===== config.mk =====
export PLATFORM = sky130hd
export DESIGN_NAME = mem_access
export DESIGN_NICKNAME = d
export VERILOG_FILES = /design/src/rtl/mem_access_pkg.sv /design/src/rtl/mem_access.sv
export SDC_FILE = /design/constraint.sdc
export NUM_CORES = 1
export LEC_CHECK = 0
export BUFFER_PORTS_ARGS = -buffer_cell sky130_fd_sc_hd__buf_2
export CORE_ASPECT_RATIO = 0.5
export CORE_MARGIN = 2
export CORE_UTILIZATION = 47
export CTS_CLUSTER_DIAMETER = 80
export DETAILED_ROUTE_END_ITERATION = 10
export PLACE_DENSITY_LB_ADDON = 0.15
export SYNTH_ARGS = -nofsm -noshare
export SYNTH_HDL_FRONTEND = slang
export SYNTH_SLANG_ARGS = --single-unit
export TNS_END_PERCENT = 20

===== constraint.sdc =====
create_clock -name clk -period 2.2 [get_ports clk]
set_input_delay 0 -clock clk [delete_from_list [all_inputs] [get_ports clk]]
set_output_delay 0 -clock clk [all_outputs]
set_load 0.005 [all_outputs]

===== src/rtl/mem_access_pkg.sv =====
// Shared types for the memory-access stage: FSM states, optypes,
// register/word widths and small decode helpers.
package mem_access_pkg;

  localparam int XLEN      = 32;
  localparam int REG_IDX_W = 5;

  typedef enum logic [1:0] {
    MA_IDLE = 2'd0,
    MA_REQ  = 2'd1,
    MA_RESP = 2'd2
  } ma_state_e;

  typedef enum logic [1:0] {
    I_ALU   = 2'd0,
    I_LOAD  = 2'd1,
    I_STORE = 2'd2,
    I_ILL   = 2'd3
  } optype_e;

  function automatic optype_e op_decode(
    input logic ld,
    input logic st
  );
    optype_e t;
    t = I_ALU;
    if (ld && st)
      t = I_ILL;
    else if (ld)
      t = I_LOAD;
    else if (st)
      t = I_STORE;
    return t;
  endfunction

  function automatic logic misaligned(
    input logic [1:0] lo
  );
    return lo != 2'b00;
  endfunction

endpackage


===== src/rtl/mem_access.sv =====
// Memory stage LSU: ALU pass-through, LW/SW via req/gnt/rvalid, stall.
// Ports: ex_* in, stall, dmem_* handshake, wb_* out, err. Macro: MEM_ACCESS_ALIGN_CHECK_EN.
module mem_access
  import mem_access_pkg::*;
#(
  parameter int ADDR_W = 32,
  parameter int DATA_W = 32
) (
  input  logic              clk,
  input  logic              rst_n,
  input  logic              ex_valid,
  input  logic              ex_load_en,
  input  logic              ex_store_en,
  input  logic              ex_write_reg,
  input  logic [4:0]        ex_rd,
  input  logic [31:0]       ex_res,
  input  logic [31:0]       ex_store_data,
  output logic              stall,
  output logic              dmem_req,
  output logic              dmem_we,
  output logic [ADDR_W-1:0] dmem_addr,
  output logic [DATA_W-1:0] dmem_wdata,
  input  logic              dmem_gnt,
  input  logic              dmem_rvalid,
  input  logic [DATA_W-1:0] dmem_rdata,
  output logic              wb_valid,
  output logic              wb_we,
  output logic [4:0]        wb_rd,
  output logic [31:0]       wb_data,
  output logic              err
);

  ma_state_e              r_state;
  logic [ADDR_W-1:0]      r_addr;
  logic [DATA_W-1:0]      r_wdata;
  logic                   r_we;
  logic [REG_IDX_W-1:0]   r_rd;
  logic                   r_wb_valid;
  logic                   r_wb_we;
  logic [REG_IDX_W-1:0]   r_wb_rd;
  logic [XLEN-1:0]        r_wb_data;
  logic                   r_err;

  optype_e w_op;
  logic    w_mis;
  logic    w_alu;
  logic    w_ill;
  logic    w_bad;
  logic    w_mem;

  assign w_op = op_decode(ex_load_en, ex_store_en);

`ifdef MEM_ACCESS_ALIGN_CHECK_EN
  assign w_mis = misaligned(ex_res[1:0]);
`else
  assign w_mis = 1'b0;
`endif

  assign w_alu = ex_valid && (w_op == I_ALU);
  assign w_ill = ex_valid && (w_op == I_ILL);
  assign w_bad = ex_valid && w_mis &&
                 ((w_op == I_LOAD) || (w_op == I_STORE));
  assign w_mem = ex_valid && !w_mis &&
                 ((w_op == I_LOAD) || (w_op == I_STORE));

  always_ff @(posedge clk or negedge rst_n) begin
    if (!rst_n) begin
      r_state    <= MA_IDLE;
      r_addr     <= '0;
      r_wdata    <= '0;
      r_we       <= 1'b0;
      r_rd       <= '0;
      r_wb_valid <= 1'b0;
      r_wb_we    <= 1'b0;
      r_wb_rd    <= '0;
      r_wb_data  <= '0;
      r_err      <= 1'b0;
    end else begin
      r_wb_valid <= 1'b0;
      r_err      <= 1'b0;
      unique case (r_state)
        MA_IDLE: begin
          unique case (1'b1)
            w_alu: begin
              r_wb_valid <= 1'b1;
              r_wb_we    <= ex_write_reg;
              r_wb_rd    <= ex_rd;
              r_wb_data  <= ex_res;
            end
            w_ill, w_bad: begin
              r_err <= 1'b1;
            end
            w_mem: begin
              r_addr  <= ex_res[ADDR_W-1:0];
              r_wdata <= ex_store_data[DATA_W-1:0];
              r_we    <= (w_op == I_STORE);
              r_rd    <= ex_rd;
              r_state <= MA_REQ;
            end
            default: ;
          endcase
        end
        MA_REQ: begin
          if (dmem_gnt) begin
            if (r_we) begin
              // store completes on grant; rd/data keep last values
              r_wb_valid <= 1'b1;
              r_wb_we    <= 1'b0;
              r_state    <= MA_IDLE;
            end else begin
              r_state <= MA_RESP;
            end
          end
        end
        MA_RESP: begin
          if (dmem_rvalid) begin
            r_wb_valid <= 1'b1;
            r_wb_we    <= 1'b1;
            r_wb_rd    <= r_rd;
            r_wb_data  <= 32'(dmem_rdata);
            r_state    <= MA_IDLE;
          end
        end
        default: r_state <= MA_IDLE;
      endcase
    end
  end

  // decoded from state only, so reset drops them at once
  assign stall      = (r_state != MA_IDLE);
  assign dmem_req   = (r_state == MA_REQ);
  assign dmem_we    = r_we;
  assign dmem_addr  = r_addr;
  assign dmem_wdata = r_wdata;
  assign wb_valid   = r_wb_valid;
  assign wb_we      = r_wb_we;
  assign wb_rd      = r_wb_rd;
  assign wb_data    = r_wb_data;
  assign err        = r_err;

endmodule


**Yosys cells after proc, flatten, opt, wreduce, memory -nomap -nowiden**

Cells that the tools add are included.
Widths: inputs -> output; s select.

- Bits in writable memories: 0
- Word-level logic and storage cells: 60
- Register bits: 112
- Memory bits (read-only): 0
- Memories: 0
- Output and inout bits: 107
- Latch bits: 0

- $mul: 0
- Shift operators: 0
- Multiplexer cells: 26
- Div/mod/pow operators: 0
- Bitwise gates (word level): 0
- Add/sub/neg operators: 0
- Order comparisons: 0
- Equality and inequality tests: 10
- Reduce and logical (&&, ||, !) cells: 14

Operators with widths:

| operator | count |
|---|---|
| $mux 32 | 2 |
| $pmux 32 s2 | 1 |
| $mux 2 | 7 |
| $mux 1 | 10 |
| $mux 5 | 2 |
| $pmux 5 s2 | 1 |
| $eq 2x2->1 const B | 3 |
| $ne 2x2->1 const B | 3 |
| $pmux 1 s3 | 2 |
| $pmux 2 s3 | 1 |
| $reduce_and 3->1 | 2 |
| $reduce_and 5->1 | 1 |
| $eq 2x1->1 const B | 2 |
| $logic_and 1x1->1 | 4 |
| $logic_not 2->1 | 2 |
| $ne 2x1->1 const B | 2 |
| $reduce_bool 2->1 | 2 |
| $reduce_bool 3->1 | 1 |
| $reduce_and 2->1 | 1 |
| $logic_or 1x1->1 | 1 |

**Logic depth before layout (Yosys ltp)**

- Depth in word-level cells: 8
- Gate-level depth with buffers: 6
- Gate-level depth less buffers: 5

**Least setup slack after synthesis**

Ideal clock, no wire load.

- Path kind: register to register
- From: reg r_state[0]
- To: reg r_wb_data[16], in the netlist wb_data[16]
- Setup slack: 0.279 ns
- Cell stages (with the launch flop): 7
- Arrival time: 1.796 ns
- Buffers on the path: 2
- Data required time: 2.075 ns
- Clock period less this slack: 1.921 ns
- Path through: dfrtp_1 > inv_1 > ha_1 > buf_4 > clkbuf_1 > mux2_2 > mux2_2

- Cells in the longest elaborated chain, start to end: 3

Ends and longest elaborated chain:

| what | line | source |
|---|---|---|
| from (decl) | mem_access.sv:33 | `ma_state_e r_state;` |
| from (signal assigned) | mem_access.sv:68 | `r_state <= MA_IDLE;` |
| from (signal assigned) | mem_access.sv:98 | `r_state <= MA_REQ;` |
| from (signal assigned) | mem_access.sv:109 | `r_state <= MA_IDLE;` |
| $eq 2x2->1 / $logic_not 2->1 (equally long branches) | mem_access.sv:81 | `unique case (r_state)` |
| $ne 2x2->1 (no source line) / $reduce_bool 2->1 (equally long branches) | - |  |
| $reduce_and 3->1 (no source line) | - |  |
| to (signal assigned) | mem_access.sv:88 | `r_wb_data <= ex_res;` |
| to (signal assigned) | mem_access.sv:120 | `r_wb_data <= 32'(dmem_rdata);` |
| to (decl) | mem_access.sv:41 | `logic [XLEN-1:0] r_wb_data;` |

Parallel ways exist; a longest one is shown, timed or not.
A chain may end at the register's enable or synchronous reset.

**Final worst setup path**

- From: reg r_state[1]
- To: reg r_wb_we, in the netlist wb_we

- Cells in the longest elaborated chain, start to end: 3

Ends and longest elaborated chain:

| what | line | source |
|---|---|---|
| $eq 2x1->1 (tied with other cells) | mem_access.sv:81 |  |
| $ne 2x1->1 (no source line) (tied with other cells) | - |  |
| $reduce_and 5->1 (no source line) | - |  |
| to (signal assigned) | mem_access.sv:86 | `r_wb_we <= ex_write_reg;` |
| to (decl) | mem_access.sv:39 | `logic r_wb_we;` |

Parallel ways exist; a longest one is shown, timed or not.

==> flow_summary.json <==
{
  "status": "complete, no violations",
  "first_pass_iters": 4,
  "first_iter_violations": 91,
  "syn_area_per_cell_um2": 15.73,
  "place_ws_ns": 0.1560,
  "cp_max_fo": 7,
  "vias": 3529,
  "startpoint_type": "flop",
  "clkSinkCount": 112,
  "layout-drive-gt1-share_pct": 63.68,
  "syn-cell-area_mm2": 0.004797,
  "path_clk_slew_ns": 0.07,
  "die_area_mm2": 0.01108,
  "overflow": 0,
  "grt_max_degree": 43,
  "p_seq_share_pct": 40.0,
  "first_global_vias": 3697,
  "antenna_found_initial": 0,
  "vdd.ir_drop.worst_mv": 0.6795,
  "layout_common_cells": "214 x buf_2, 144 x mux2_2, 112 x dfrtp_1",
  "wirelength_um": 11480,
  "ys_types": 25,
  "cts-resized-gates": 0,
  "reg2reg_depth": 5,
  "ys_ff_latch": 112,
  "route.detailed.drc": 0,
  "grtUsageTotal_pct": 21.01,
  "dpl.hpwl_um": 7895,
  "multi_input_area_mm2": 0.001903,
  "fin_crit_sh_pct": 91.34,
  "pwr-share-comb_pct": 43.7,
  "fin_ws_ns": 0.1906,
  "cts_buffer_depth": 2,
  "grt_pass1_wl_um": 18060,
  "post_drt_wl_per_cell_um": 15.56,
  "ios": 216,
  "slew_headroom_pct": 65.14,
  "fp.dieW_um": 146.9,
  "p_sw_share_pct": 30.94,
  "yosysSeqAreaShare_pct": 58.42,
  "die_h_um": 75.44,
  "final_common_cell": "buf_2",
  "gp_congestion": 0.7441,
  "ant_nets": 0,
  "powerDensity_mw_per_mm2": 1284,
  "rows": 25,
  "area_growth_pct": 47.57,
  "worstHoldPathType": "in -> reg",
  "clkLatencyLatePin_ns": 0.34,
  "viasPerCell": 4.782,
  "leakage_uw": 0.003399,
  "synthFlopType": "dfrtp_1",
  "drv_cap": 0,
  "yosys_warnings": 0,
  "cp.arrival_ns": 2.23,
  "p_sw_uw": 2813,
  "cp-end-kind": "flop",
  "h-tree-depth": 3,
  "required_ns": 2.42,
  "clkPwrFrac_pct": 16.3,
  "clock.fmax_ghz": 0.4977,
  "start_util_pct": 49.63,
  "p_int_uw": 6278,
  "finalSetupTns_ns": 0,
  "fillers": 682,
  "synth-async-reset-ratio_pct": 100.0,
  "syn_inst": 305,
  "cts_root_buf": "clkbuf_16",
  "worstMarginPinSlew_ns": 0.5097,
  "seqCellArea_mm2": 0.002803,
  "hold_viol": 0,
  "cts_tree": "yes",
  "period_minus_slack_ns": 2.009,
  "fin_nets": 716,
  "finalMaxSlewViolations": 0,
  "whs_path_depth": 3,
  "synth_nets": 423,
  "setup_viol": 0,
  "grt_setup_unrepaired": "false",
  "fin_skew_ns": 0.01022,
  "path_class": "reg -> reg",
  "num_antenna_cells": 0,
  "numCtsBuffers": 9,
  "core-area_mm2": 0.009666,
  "synth-edff-count": 0,
  "numPortBuffers": 215
}
==> power by group through the flow <==
stage / Combinational [µW] / Sequential (µW) / Clock (µW)
final: 3970 / 3640 / 1480
after detailed placement: 3930 / 3650 / 0
after floorplan: 2200 / 3730 / 0
after global routing: 4350 / 3770 / 1610
after CTS: 4040 / 3630 / 1520
after global placement: 3840 / 3610 / 0
==> timing repair <==
action                                  in CTS  in global routing
buffers inserted                             0                  0
endpoints found under the hold margin      106                  0
hold buffers                                73                  0
endpoints found under the setup margin       0                  0
==> per-stage QoR <==
| step | hold WS [ns] | total power [µW] | instances | util (%) | instance area (µm²) |
|---|---|---|---|---|---|
| 5_1_grt | 0.01828 | 9735 | 738 | 73.24 | 7079 |
| 6_report | 0.01071 | 9090 | 738 | 73.24 | 7079 |
| 3_5_place_dp | -0.001937 | 7584 | 649 | 62.93 | 6082 |
| 3_3_place_gp | -0.007484 | 7446 | 649 | 62.93 | 6082 |
| 2_1_floorplan | -0.2956 | 5927 | 305 | - | 4797 |
| 4_1_cts | 0.002438 | 9181 | 738 | 73.24 | 7079 |
==> critical path: stages, from the launching register on <==
cell       delay, ns
dfrtp_1         0.41
inv_1           0.10
ha_1            0.28
a21boi_1        0.20
a2111oi_0       0.49
mux2_2          0.40
==> Yosys cell counts (all sizes together) (2+ instances only) <==
cell type	count	area share (%)
a21boi	2	0.31
buf	12	1.7
clkbuf	2	0.16
dfrtp	112	58
ha	9	2.3
inv	5	0.39
mux2	147	35
nand2	2	0.16
nand3	2	0.21
nor2b	2	0.26
nor3	2	0.44
==> registers in the layout, summed over array words and instances, names as in the netlist, 2 cells and up <==
register,flops
dmem_wdata,32
r_state,2
dmem_addr,32
r_rd,5
wb_rd,5
wb_data,32
==> layer usage <==
metal | vias up | track usage (%) | share of wire (%)
met3 | 10 | 7.725 | 7.7
met1 | 1719 | 24.51 | 41
met4 | 0 | 4.423 | 0.75
met5 | - | 0 | 0
met2 | 125 | 38.55 | 51
li1 | 1675 | - | -
==> cell type report <==
type / instances / area share [%]
timing repair buffer: 296 / 27.11
tap: 135 / 2.386
clock buffer: 11 / 3.287
inverter: 5 / 0.2651
clock inverter: 5 / 0.4772
sequential: 112 / 39.59
multi-input combinational: 174 / 26.88
==> cells by family after synthesis <==
group	share of synthesized area, %
buffers and inverters	2.217
adders and majority gates	2.347
AOI/OAI and AO/OA	0.9391
DFF	58.42
and+or+nand+nor	1.565
muxes	34.51
==> worst paths after layout <==
kind	from	slack, ns	end
max in group asynchronous	rst_n	1.21	wb_data[24]$_DFFE_PN0P_
worst max register to register	r_state[1]$_DFFE_PN0P_	0.19	wb_we$_DFFE_PN0P_
worst min register to register	wb_data[15]$_DFFE_PN0P_	0.50	wb_data[15]$_DFFE_PN0P_
min in group asynchronous	rst_n	0.16	dmem_wdata[0]$_DFFE_PN0P_
worst min-delay path	dmem_rvalid	0.01	wb_valid$_DFF_PN0_
worst max-delay path	r_state[1]$_DFFE_PN0P_	0.19	wb_we$_DFFE_PN0P_
Note: power is estimated with default switching activity, not from simulation.
